--- src/rtl/paddle_scheduler.sv ---
// Per-frame paddle position controller: picks the active player's source on each VSYNC,
// latches it as pos_q, then generates PAD_OUT by counting HSYNC edges. Optional macro: PADDLE_SLEW_EN.
module paddle_scheduler #(
  parameter int DELTA_SLOW = 4,
  parameter int DELTA_FAST = 8,
  parameter int CENTER     = 114,
  parameter int SLEW_MAX   = 16
) (
  input  logic       clk_sys,
  input  logic       reset_n,
  input  logic       hsync,
  input  logic       vsync,
  input  logic       pad_en_n,
  input  logic       player2,
  input  logic       speed,
  input  logic [2:0] p1_src,
  input  logic [2:0] p2_src,
  input  logic       p1_left,
  input  logic       p1_right,
  input  logic       p2_left,
  input  logic       p2_right,
  input  logic [7:0] p1_ax,
  input  logic [7:0] p1_ay,
  input  logic [7:0] p1_pad,
  input  logic [7:0] p2_ax,
  input  logic [7:0] p2_ay,
  input  logic [7:0] p2_pad,
  output logic       pad_out,
  output logic [7:0] pos_q,
  output logic       busy
);

  typedef enum logic [1:0] {IDLE, UPDATE, ARM, COUNT} state_t;

  state_t     state, state_nx;
  logic       hs_s, hs_p, hs_edge;
  logic       vs_s, vs_p, vs_edge;
  logic [7:0] dpos1, dpos2, cnt;

  logic [2:0] src;
  logic       left, right;
  logic [7:0] ax, ay, pad, dpos_cur, dpos_new, target, pos_nx;
  logic [8:0] delta, sum;

  // Frame sequencing: a vsync edge always restarts the frame, even mid-count.
  always_comb begin
    state_nx = state;
    case (state)
      IDLE:   if (vs_edge) state_nx = UPDATE;
      UPDATE: state_nx = ARM;
      ARM:    if (vs_edge) state_nx = UPDATE;
              else if (pad_en_n) state_nx = COUNT;
      COUNT:  if (vs_edge) state_nx = UPDATE;
              else if (!pad_en_n) state_nx = ARM;
      default: state_nx = IDLE;
    endcase
  end

  always_comb begin
    src      = player2 ? p2_src   : p1_src;
    left     = player2 ? p2_left  : p1_left;
    right    = player2 ? p2_right : p1_right;
    ax       = player2 ? p2_ax    : p1_ax;
    ay       = player2 ? p2_ay    : p1_ay;
    pad      = player2 ? p2_pad   : p1_pad;
    dpos_cur = player2 ? dpos2    : dpos1;
    delta    = speed ? 9'(DELTA_FAST) : 9'(DELTA_SLOW);
    sum      = {1'b0, dpos_cur} + delta;
    dpos_new = dpos_cur;
    if (left && !right)
      dpos_new = sum[8] ? 8'hFF : sum[7:0];
    else if (right && !left)
      dpos_new = ({1'b0, dpos_cur} < delta) ? 8'h00 : 8'(dpos_cur - delta[7:0]);
    // Digital selection deliberately sees the pre-step position.
    case (src)
      3'd0:    target = dpos_cur;
      3'd1:    target = ~ax;
      3'd2:    target = ax;
      3'd3:    target = ~ay;
      3'd4:    target = ay;
      3'd5:    target = ~pad;
      3'd6:    target = pad;
      default: target = 8'(CENTER);
    endcase
  end

`ifdef PADDLE_SLEW_EN
  logic       last_p2;
  logic [8:0] gap;

  always_comb begin
    pos_nx = target;
    gap    = 9'd0;
    if (player2 == last_p2) begin
      if (target > pos_q) begin
        gap = {1'b0, target} - {1'b0, pos_q};
        if (gap > 9'(SLEW_MAX)) pos_nx = 8'(pos_q + 8'(SLEW_MAX));
      end else begin
        gap = {1'b0, pos_q} - {1'b0, target};
        if (gap > 9'(SLEW_MAX)) pos_nx = 8'(pos_q - 8'(SLEW_MAX));
      end
    end
  end

  always_ff @(posedge clk_sys) begin
    if (!reset_n) last_p2 <= 1'b0;
    else if (state == UPDATE) last_p2 <= player2;
  end
`else
  assign pos_nx = target;
`endif

  always_ff @(posedge clk_sys) begin
    if (!reset_n) begin
      state   <= IDLE;
      hs_s    <= 1'b0;
      hs_p    <= 1'b0;
      hs_edge <= 1'b0;
      vs_s    <= 1'b0;
      vs_p    <= 1'b0;
      vs_edge <= 1'b0;
      dpos1   <= 8'(CENTER);
      dpos2   <= 8'(CENTER);
      pos_q   <= 8'(CENTER);
      cnt     <= 8'd0;
      pad_out <= 1'b0;
    end else begin
      state   <= state_nx;
      hs_s    <= hsync;
      hs_p    <= hs_s;
      hs_edge <= hs_s & ~hs_p;
      vs_s    <= vsync;
      vs_p    <= vs_s;
      vs_edge <= vs_s & ~vs_p;
      if (state == UPDATE) begin
        pos_q <= pos_nx;
        if (player2) dpos2 <= dpos_new;
        else         dpos1 <= dpos_new;
      end
      // A coincident vsync edge drops the hsync increment since the frame restarts.
      if ((state == ARM || state == COUNT) && !pad_en_n)
        cnt <= 8'd0;
      else if (state == COUNT && hs_edge && !vs_edge && cnt != 8'hFF)
        cnt <= cnt + 8'd1;
      pad_out <= (state == ARM || state == COUNT) ? (cnt < pos_q) : 1'b0;
    end
  end

  assign busy = (state == ARM) || (state == COUNT);

endmodule

--- config.mk ---
export PLATFORM = sky130hd
export DESIGN_NAME = paddle_scheduler
export DESIGN_NICKNAME = d
export VERILOG_FILES = /design/src/rtl/paddle_scheduler.sv
export SDC_FILE = /design/constraint.sdc
export NUM_CORES = 1
export LEC_CHECK = 0
export BUFFER_PORTS_ARGS = -buffer_cell sky130_fd_sc_hd__buf_2
export CAP_MARGIN = 20
export CORE_ASPECT_RATIO = 0.8
export CORE_UTILIZATION = 59
export CTS_BUF_LIST = sky130_fd_sc_hd__clkbuf_4 sky130_fd_sc_hd__clkbuf_8 sky130_fd_sc_hd__clkbuf_16
export CTS_CLUSTER_DIAMETER = 50
export DETAILED_ROUTE_END_ITERATION = 8
export GPL_TIMING_DRIVEN = 0
export HOLD_SLACK_MARGIN = 0.06
export PLACE_DENSITY = 0.87
export SLEW_MARGIN = 20
export SYNTH_ARGS = -nofsm -noshare
export SYNTH_HDL_FRONTEND = slang
export SYNTH_SLANG_ARGS = --single-unit
--- constraint.sdc ---
create_clock -name clk_sys -period 6.1 [get_ports clk_sys]
set_input_delay 0.61 -clock clk_sys [delete_from_list [all_inputs] [get_ports clk_sys]]
set_output_delay 0.61 -clock clk_sys [all_outputs]
set_load 0.02 [all_outputs]
==> results.md, run 1 <==
- Outcome: finished with violations
- Failing checks: design-rule violations
- Cell variety after synth: 65
- Hpwl dp: 7207 um
- TritonCTS buffer count: 5
- Min-Delay Path Class: register to register
- Via count of the routed design: roughly 3300
- Power per cell area: around 160 mW/mm^2
- CP delay by family, top: adder cells
- Io pins: 75
- All-Layer GR Usage: approximately a third
- Minimum clock period: ~3300 ps
- Worst R2R Start: dpos2[2]
- TritonCTS clock tree: done
- Post-Syn Area: 0.003176 mm^2
- Final #Nets: ~530
- Fmax: 0.3068 GHz
- First-pass iteration count of the detailed router: 6
- CP max FO: 10
- Worst Path Buf+Inv: 4
- Total gr overflow: 0
- Cell taking the most area after synthesis: dfxtp_1
- Seq/Total Area, Yosys: 25.85%
- Rel. slew slack: 44.22%
- Critical path's slowest cell: or4b_1
- Die width: 84.03 um
- Crit path cell chain: buf_2 -> buf_6 -> buf_4 -> mux2i_1 -> ha_1 -> inv_1 -> fa_1 -> or4b_1 -> a22o_1 -> a22o_1 -> o31ai_1 -> o31ai_1
- Async set or reset register ratio after synthesis: 0%
- DRC: 20
- Worst Setup Start Kind: input pin
- CP startpoint: player2
- Post-CTS Setup Bufs: 0
- P_leak: 1.622 nW
- Top cell type's share of synthesized area: approximately a quarter
- Vias in the first global route: 3024
- Port bufs: 73
- Worst IR Drop VDD: ~0.15 mV
- Area after DPL: approximately 0.0036 mm^2
- Mean Syn Cell Area: about 8.5 um^2
- CP Data Required Time: 6280 ps
- Ranking of synthesized cells by area: dfxtp_1, mux2i_1, ha_1
- Core area: 0.005094 mm^2
- Worst-Skew Late Latency: just over 300 ps
- Synth cell count leaders: dfxtp_1, mux2i_1, nor2_1
- Number of synthesized flops with an enable pin: 0
- Crit path kind: input pin to register
- H-tree level count: 2
- Antenna-violating nets left: 0
- RSZ-0062 raised after global routing: false
- Quantity of gates resized following cts: 0
- Yosys warns: 0
- Flops & latches, synth: 41
- Top FF cell, synth: dfxtp_1
- Max Slew Vio Count: 0
- Setup tns final: 0 ps
- Worst Skew: 3.603 ps
- Detailed Route Iter0 Violations: 242
- Vias/cell: about 6.3
- Synth Instances: ~370
- Clock sinks: 41
- Antenna violations before repair: 0
- Hold_sp: hs_p
- Die area: between 0.005 and 0.006 mm^2
- Worst Tran Pin Value: 813.4 ps
- Layout cell share with drive strength beyond 1: 25.99%
- Largest net degree at the start of global routing: 16
- Clock Pin Slew Worst Setup and Hold Paths: roughly 80 ps
- Clk buf depth: 2
- Fin crit share: 53.44%
- Starting Density: about 62%
- Max Cap Violations: 0
- Net Count, Synth: 452
- Final GP Congestion: 0.9654
- CTS hold repair buffers: 0
- N_diodes: 0
- First-pass GRT wire length: around 14000 um
- Design Area, Final: 0.003712 mm^2
- Die Ht: 67.62 um
- CTS root buf: clkbuf_8
- WL per Instance: 17.79 um
- Final setup vio count: 0
- Syn-to-layout area delta: 16.90%
- Top-count cell post-synth: dfxtp_1
- Kind of end point of the critical path: register
- Final hold violations: 0
- Final wirelength: 9182 um
- Placement Rows: 23
- Arrival @ worst endpoint: 3440 ps
- Critical path's largest stage delay: ~520 ps
==> cells by family after synthesis <==
family | count (synthesis) | share of synthesized area [%]
flops | 41 | 25.85
fa+ha+maj | 14 | 5.989
buf+inv | 35 | 5.595
mux | 44 | 14.74
xor+xnor | 8 | 2.207
simple gates | 127 | 21.32
compound gates | 104 | 24.31
==> sequential cells by signal (all words and copies together) (netlist names) <==
signal,cells
hs_edge,1
vs_edge,1
hs_s,1
pad_out,1
hs_p,1
pos_q,8
state,2
cnt,8
dpos2,8
dpos1,8
vs_s,1
vs_p,1
==> cell usage in the layout (no fill, tap or decap), types with 10 or more instances in the layout <==
cell type / instances
mux2i_1: 34
buf_2: 80
nand3_1: 12
o21ai_0: 10
a211oi_1: 10
ha_1: 12
nand2_1: 23
dfxtp_1: 41
nor3_1: 13
inv_1: 16
a21oi_1: 16
nor2_1: 31
o31ai_1: 10
==> metal layers <==
metal	vias to the layer above	GRT usage, %	share of wire, %
li1	1562	-	-
met1	1491	40.95	42
met5	-	0	0
met3	22	9.291	9.6
met4	0	11.42	1.9
met2	180	55.23	46
==> power breakdown <==
group          internal (mW)  leakage (nW)  switching [mW]  total [mW]
Clock                 0.0826        0.0447           0.107       0.190
Combinational         0.0613          1.25          0.0835       0.145
Sequential             0.272         0.332         0.00276       0.275
Total                  0.416          1.62           0.193       0.609
==> final timing paths <==
kind | end | slack (ps) | depth (start not counted)
max | dpos1[3] | 2840 | 12
min | hs_edge | 390 | 1
max reg2reg | dpos1[3] | 3330 | 9
min reg2reg | hs_edge | 390 | 1
==> per-stage QoR <==
stage	utilization [%]	std cells	worst slack [ps]	hold slack (ps)	power, mW
after floorplan	-	373	3063	367.4	0.3724
after global placement	71.04	508	2632	370.8	0.4187
after detailed placement	71.04	508	2584	375.4	0.4222
after CTS	72.88	516	2886	387.8	0.6046
after global routing	72.88	516	2707	403.1	0.6357
final	72.88	516	2840	385.5	0.6093
==> layout make-up <==
| type | count | area, um^2 |
|---|---|---|
| buffer | 19 | 117.6 |
| clock buffer | 5 | 68.82 |
| clock inverter | 3 | 25.02 |
| fill | 407 | 1381 |
| inverter | 16 | 60.06 |
| multi-input combinational | 297 | 2177 |
| sequential | 41 | 820.8 |
| tap | 62 | 77.57 |
| timing repair buffer | 73 | 365.4 |
Power figures use the tool's default switching activity.
==> run 2, diff against run 1 <==
- CORE_UTILIZATION: 59 -> 49
- PLACE_DENSITY: 0.87 -> 0.77
- clock period: 6.1 -> 2.95 ns (I/O delays scaled with it)
==> results.md, run 2 (same netlist as run 1, synthesis figures left out) <==
- Outcome: finished, final reports clean (was finished with violations)
- Via count of the routed design: 3245 (was 3255)
- Worst-Skew Late Latency: 300 ps (was 310 ps)
- RSZ-0062 raised after global routing: false (unchanged)
- Min-Delay Path Class: input pin to register (was register to register)
- TritonCTS clock tree: done (unchanged)
- Crit path kind: input pin to register (unchanged)
- Vias/cell: 6.065 (was 6.308)
- Io pins: 75 (unchanged)
- Die Ht: 74.01 um (was 67.62 um)
- Syn-to-layout area delta: 18.20% (was 16.90%)
- Starting Density: 52.33% (was 62.34%)
- First-pass iteration count of the detailed router: 5 (was 6)
- Reg2Reg Depth: 9 (unchanged)
- Final hold violations: 0 (unchanged)
- Placement Rows: 25 (was 23)
- Antenna violations before repair: 0 (unchanged)
- First-pass GRT wire length: 14680 um (was 14350 um)
- R2R Setup Slk: 400 ps (was 3330 ps)
- Commonest non-fill, non-tap cell in the layout: buf_2 (unchanged)
- Max Cap Violations: 0 (unchanged)
- Port bufs: 73 (unchanged)
- CP Data Required Time: 3120 ps (was 6280 ps)
- Fin crit share: about 95%
- N_diodes: 0 (unchanged)
- Worst flop-to-flop path endpoint: dpos1[3] (unchanged)
- H-tree level count: 2 (unchanged)
- Power per cell area: 335.9 mW/mm^2 (was 164.1 mW/mm^2)
- Detailed Route Iter0 Violations: 149 (was 242)
- Largest net degree at the start of global routing: 14 (was 16)
- Clk buf depth: 2 (unchanged)
- Arrival @ worst endpoint: 2970 ps (was 3440 ps)
- Worst R2R Start: dpos1[2] (was dpos2[2])
- CTS root buf: clkbuf_8 (unchanged)
- Die width: 92.01 um (was 84.03 um)
- Die area: 0.006809 mm^2 (was 0.005682 mm^2)
- Minimum clock period: 2796 ps
- Total gr overflow: 0 (unchanged)
- CP Capture Point: dpos1[3] (unchanged)
- Worst Skew: 12.85 ps (was 3.603 ps)
- Rel. slew slack: 41.49% (was 44.22%)
- Clock Pin Slew Worst Setup and Hold Paths: 80 ps (about the same)
- Final setup vio count: 0 (unchanged)
- Worst Setup Start Kind: input pin (unchanged)
- Dpl cells: 527 (was 508)
- Final #Nets: 532 (unchanged)
- P_leak: 1.626 nW (was 1.622 nW)
- Post-route insts no fill: 535 (was 516)
- TritonCTS buffer count: 5 (unchanged)
- Max Slew Vio Count: 0 (unchanged)
- Fmax: between 0.3 and 0.4 GHz
- Antenna-violating nets left: 0 (unchanged)
- All-Layer GR Usage: 27.45% (was 32.83%)
- Layout cell share with drive strength beyond 1: 26.43% (was 25.99%)
- WL per Instance: 17.12 um (was 17.79 um)
- CP max FO: 10 (unchanged)
- Vias in the first global route: 3084 (was 3024)
- Most frequent cells in the layout: buf_2, dfxtp_1, mux2i_1 (unchanged)
- Hpwl dp: 7125 um (was 7207 um)
- Worst IR Drop VDD: 0.2288 mV (was 0.1463 mV)
- Overall Power: 1.261 mW (was 0.6093 mW)
- Clock sinks: 41 (unchanged)
- Kind of end point of the critical path: register (unchanged)
- Final wirelength: 9159 um (was 9182 um)
- Core area: 0.006068 mm^2 (was 0.005094 mm^2)
- DRC: 0 (was 20)
- Final GP Congestion: 0.9594 (was 0.9654)
- CP startpoint: player2 (unchanged)
- Worst Tran Pin Value: 853.2 ps (was 813.4 ps)
## run 2: worst min path at each step
stage                from  endpoint  depth (start not counted)
finish              hsync      hs_s                          2
global route        hsync      hs_s                          2
CTS                 hsync      hs_s                          2
detailed placement   hs_p   hs_edge                          1
global placement     hs_p   hs_edge                          1
floorplan            hs_p   hs_edge                          1
## run 2: what timing repair did
action | in CTS | in global routing
buffers inserted | 0 | 0
resized for setup | 1 | 2
gates cloned | 0 | 0
setup endpoints to repair | 2 | 2
hold buffers | 0 | 0
## run 2: final cells by class
class / count / area, um^2
Tap cell: 81 / 101.3
Clock inverter: 2 / 13.76
Timing Repair Buffer: 73 / 365.4
Sequential cell: 41 / 820.8
Buffer: 19 / 117.6
Clock buffer: 6 / 82.58
Inverter: 16 / 60.06
Fill cell: 573 / 2315
Multi-Input combinational cell: 297 / 2192
## run 2: routing by layer
layer	wire [um]	GRT usage (%)	up-vias
met5	0	0	-
met4	183	9.028	0
met3	656	4.601	16
met2	4183	46.43	141
met1	4135	36.24	1525
li1	-	-	1563
## run 2: metrics by stage
| stage | utilization (%) | cell area [um^2] | hold WS, ps | worst slack (ps) | setup TNS [ps] |
|---|---|---|---|---|---|
| after floorplan | - | 3176 | 367.4 | 228.1 | 0 |
| after global placement | 60.02 | 3642 | 371.2 | -224.4 | -1842 |
| after detailed placement | 60.02 | 3642 | 375.4 | -318.2 | -2802 |
| after CTS | 61.67 | 3742 | 198.8 | 102.6 | 0 |
| after global routing | 61.86 | 3754 | 200.4 | 58.09 | 0 |
| final | 61.86 | 3754 | 205.8 | 153.5 | 0 |
## run 2: power breakdown
part	switching (mW)	internal, mW	total [mW]
combinational	0.170	0.127	0.298
clock	0.205	0.190	0.395
sequential	0.00626	0.563	0.569
total	0.381	0.880	1.26
## run 2: worst max-delay path, stage by stage
cell     delay (ps)
buf_2           100
buf_6           140
buf_6           180
buf_6           190
mux2_2          450
fa_2            420
or4b_1          510
a22o_1          250
a22o_1          190
o31ai_1         130
o31ai_1         110
==> run 3, diff against run 2 <==
- ABC_AREA: default -> 1
==> results.md, run 3 <==
- Outcome: finished, final reports clean (unchanged)
- Fin crit share: 80.42% (was 94.80%)
- Vias/cell: 5.034 (was 6.065)
- First-pass GRT wire length: 13500 um (was 14680 um)
- Most frequent CP cell: nand2_1 (was buf_6)
- Worst flop-to-flop path endpoint: dpos2[4] (was dpos1[3])
- Net Count, Synth: 599 (was 452)
- Die area: 0.006809 mm^2 (unchanged)
- Antenna-violating nets left: 0 (unchanged)
- Clk buf depth: 2 (unchanged)
- Hold WS: 185.7 ps (was 205.8 ps)
- Arrival @ worst endpoint: 2550 ps (was 2970 ps)
- Crit path kind: register to register (was input pin to register)
- CP delay by family, top: simple AND/OR/NAND/NOR gates (was compound AO/OA/AOI/OAI gates)
- Layout cell share with drive strength beyond 1: 21.46% (was 26.43%)
- Hpwl dp: 6618 um (was 7125 um)
- Overall Power: 1.277 mW (was 1.261 mW)
- Area after DPL: 0.003642 mm^2 (unchanged)
- Setup tns final: 0 ps (unchanged)
- Critical path's slowest cell: fa_1 (was or4b_1)
- Core Util, Final: 61.61% (was 61.86%)
- Worst Tran Pin Value: 580.8 ps (was 853.2 ps)
- Via count of the routed design: 3433 (was 3245)
- Starting Density: 52.33% (unchanged)
- TritonCTS clock tree: done (unchanged)
- Worst Setup Start Kind: register (was input pin)
- Crit path cell chain: or2_2 -> o21ai_2 -> ha_1 -> inv_1 -> fa_1 -> nand3b_1 -> nor2_1 -> nand2_1 -> o21ai_1 -> nand3_1 -> nand2_1 -> nand2_1 (was buf_2 -> buf_6 -> buf_6 -> buf_6 -> mux2_2 -> fa_2 -> or4b_1 -> a22o_1 -> a22o_1 -> o31ai_1 -> o31ai_1)
- CP max FO: 5 (was 10)
- CTS root buf: clkbuf_8 (unchanged)
- Commonest non-fill, non-tap cell in the layout: nand2_1 (was buf_2)
- Async set or reset register ratio after synthesis: 0% (unchanged)
- Min-Delay Path Class: input pin to register (unchanged)
- Core area: 0.006068 mm^2 (unchanged)
- Hold_sp: hsync (unchanged)
- Max Slew Vio Count: 0 (unchanged)
- Quantity of gates resized following cts: 0 (was 1)
- Synth Instances: 520 (was 373)
- Critical path's largest stage delay: 410 ps (was 510 ps)
- Rel. slew slack: 61.02% (was 41.49%)
- Design Area, Final: 0.003739 mm^2 (was 0.003754 mm^2)
- Final setup vio count: 0 (unchanged)
- Worst-Skew Late Latency: 290 ps (was 300 ps)
- Worst R2R Start: dpos2[2] (was dpos1[2])
- Total gr overflow: 0 (unchanged)
- WHS Path Cells: 3 (was 2)
- Top cell type's share of synthesized area: 25.85% (unchanged)
- Power per cell area: 341.4 mW/mm^2 (was 335.9 mW/mm^2)
- Worst Path Buf+Inv: 1 (was 4)
- Die width: 92.01 um (unchanged)
- Seq/Total Area, Yosys: 25.85% (unchanged)
- All-Layer GR Usage: 24.78% (was 27.45%)
- Vias in the first global route: 2967 (was 3084)
- Detailed Route Iter0 Violations: 115 (was 149)
- Dpl cells: 674 (was 527)
- Ranking of synthesized cells by area: dfxtp_1, nand2_1, nor2_1 (was dfxtp_1, mux2i_1, ha_1)
- RSZ-0062 raised after global routing: false (unchanged)
- Top-count cell post-synth: nand2_1 (was dfxtp_1)
- R2R Setup Slk: 580 ps (was 400 ps)
- Final hold violations: 0 (unchanged)
- Top FF cell, synth: dfxtp_1 (unchanged)
- DRC: 0 (unchanged)
- Cell variety after synth: 35 (was 65)
- Kind of end point of the critical path: register (unchanged)
- Die Ht: 74.01 um (unchanged)
- Worst Skew: 8.666 ps (was 12.85 ps)
- H-tree level count: 2 (unchanged)
- Post-Syn Area: 0.003176 mm^2 (unchanged)
- Most frequent cells in the layout: nand2_1, buf_2, nor2_1 (was buf_2, dfxtp_1, mux2i_1)
- Clock sinks: 41 (unchanged)
- Max Cap Violations: 0 (unchanged)
- Cell taking the most area after synthesis: dfxtp_1 (unchanged)
- Minimum clock period: 2372 ps (was 2796 ps)
- Number of synthesized flops with an enable pin: 0 (unchanged)
- Reg2Reg Depth: 12 (was 9)
- Final wirelength: 8251 um (was 9159 um)
- Min-Delay Endpoint: hs_s (unchanged)
- Port bufs: 73 (unchanged)
- N_diodes: 0 (unchanged)
- Largest net degree at the start of global routing: 14 (unchanged)
- WL per Instance: 12.10 um (was 17.12 um)
- Worst IR Drop VDD: 0.2447 mV (was 0.2288 mV)
- Clock Pin Slew Worst Setup and Hold Paths: 70 ps (was 80 ps)
- Flops & latches, synth: 41 (unchanged)
- Antenna violations before repair: 0 (unchanged)
- Final GP Congestion: 0.9360 (was 0.9594)
- CP Data Required Time: 3130 ps (was 3120 ps)
- TritonCTS buffer count: 5 (unchanged)
- Post-route insts no fill: 682 (was 535)
- Final #Nets: 679 (was 532)
- Io pins: 75 (unchanged)
- First-pass iteration count of the detailed router: 5 (unchanged)
- Mean Syn Cell Area: 6.107 um^2 (was 8.514 um^2)
- Yosys warns: 0 (unchanged)
- Fin worst setup slack: 577.7 ps (was 153.5 ps)
- CTS hold repair buffers: 0 (unchanged)
- Post-Place Setup Slack: 326.7 ps (was -318.2 ps)
- Synth cell count leaders: nand2_1, nor2_1, inv_1 (was dfxtp_1, mux2i_1, nor2_1)
- Syn-to-layout area delta: 17.73% (was 18.20%)
- Placement Rows: 25 (unchanged)
- Post-CTS Setup Bufs: 0 (unchanged)
- P_leak: 2.023 nW (was 1.626 nW)
- Fmax: 0.4215 GHz (was 0.3576 GHz)
[run 3: cell type report]
cell class	instances	area (um^2)
Fill cell	582	2330
Multi-Input combinational cell	413	2061
Clock inverter	2	13.76
Timing Repair Buffer	73	365.4
Inverter	53	201.4
Buffer	13	92.59
Tap cell	81	101.3
Clock buffer	6	82.58
Sequential cell	41	820.8
[run 3: worst register-to-register path, cell delays in order (launching register included)]
cell and delay, ps:
dfxtp_1 310, or2_2 300, o21ai_2 130, ha_1 230, inv_1 60, fa_1 410, nand3b_1 170, nor2_1 120
nand2_1 170, o21ai_1 130, nand3_1 110, nand2_1 70, nand2_1 60
[run 3: layer usage]
layer,track usage [%],wire length [um],up-vias
met5,0,0,-
met2,41.71,3542,110
met4,3.299,33,0
met3,4.294,603,4
li1,-,-,1808
met1,34.52,4071,1511
[run 3: power by group]
group	switching (mW)	leakage (nW)	internal (mW)
registers	0.00778	0.333	0.567
clock network	0.190	0.0512	0.190
logic	0.199	1.64	0.124
total	0.397	2.02	0.880
[run 3: how the worst max path moves through the flow]
stage | from | endpoint | slack (ps) | cells past startpoint
after floorplan | player2 | dpos2[1] | 620 | 15
after global placement | player2 | dpos1[6] | 350 | 14
after detailed placement | player2 | dpos2[4] | 330 | 15
after CTS | dpos2[2] | dpos2[4] | 600 | 12
after global routing | dpos2[2] | dpos2[4] | 400 | 12
final | dpos2[2] | dpos2[4] | 580 | 12
[run 3: cells by family after synthesis]
kind of cell	count (synthesis)	share of synthesized area, %
AOI/OAI and AO/OA	75	13.20
DFF	41	25.85
buffers and inverters	66	9.259
adders and majority gates	14	5.989
xor gates and xnor gates	3	0.8276
and+or+nand+nor	311	41.73
muxes	10	3.152
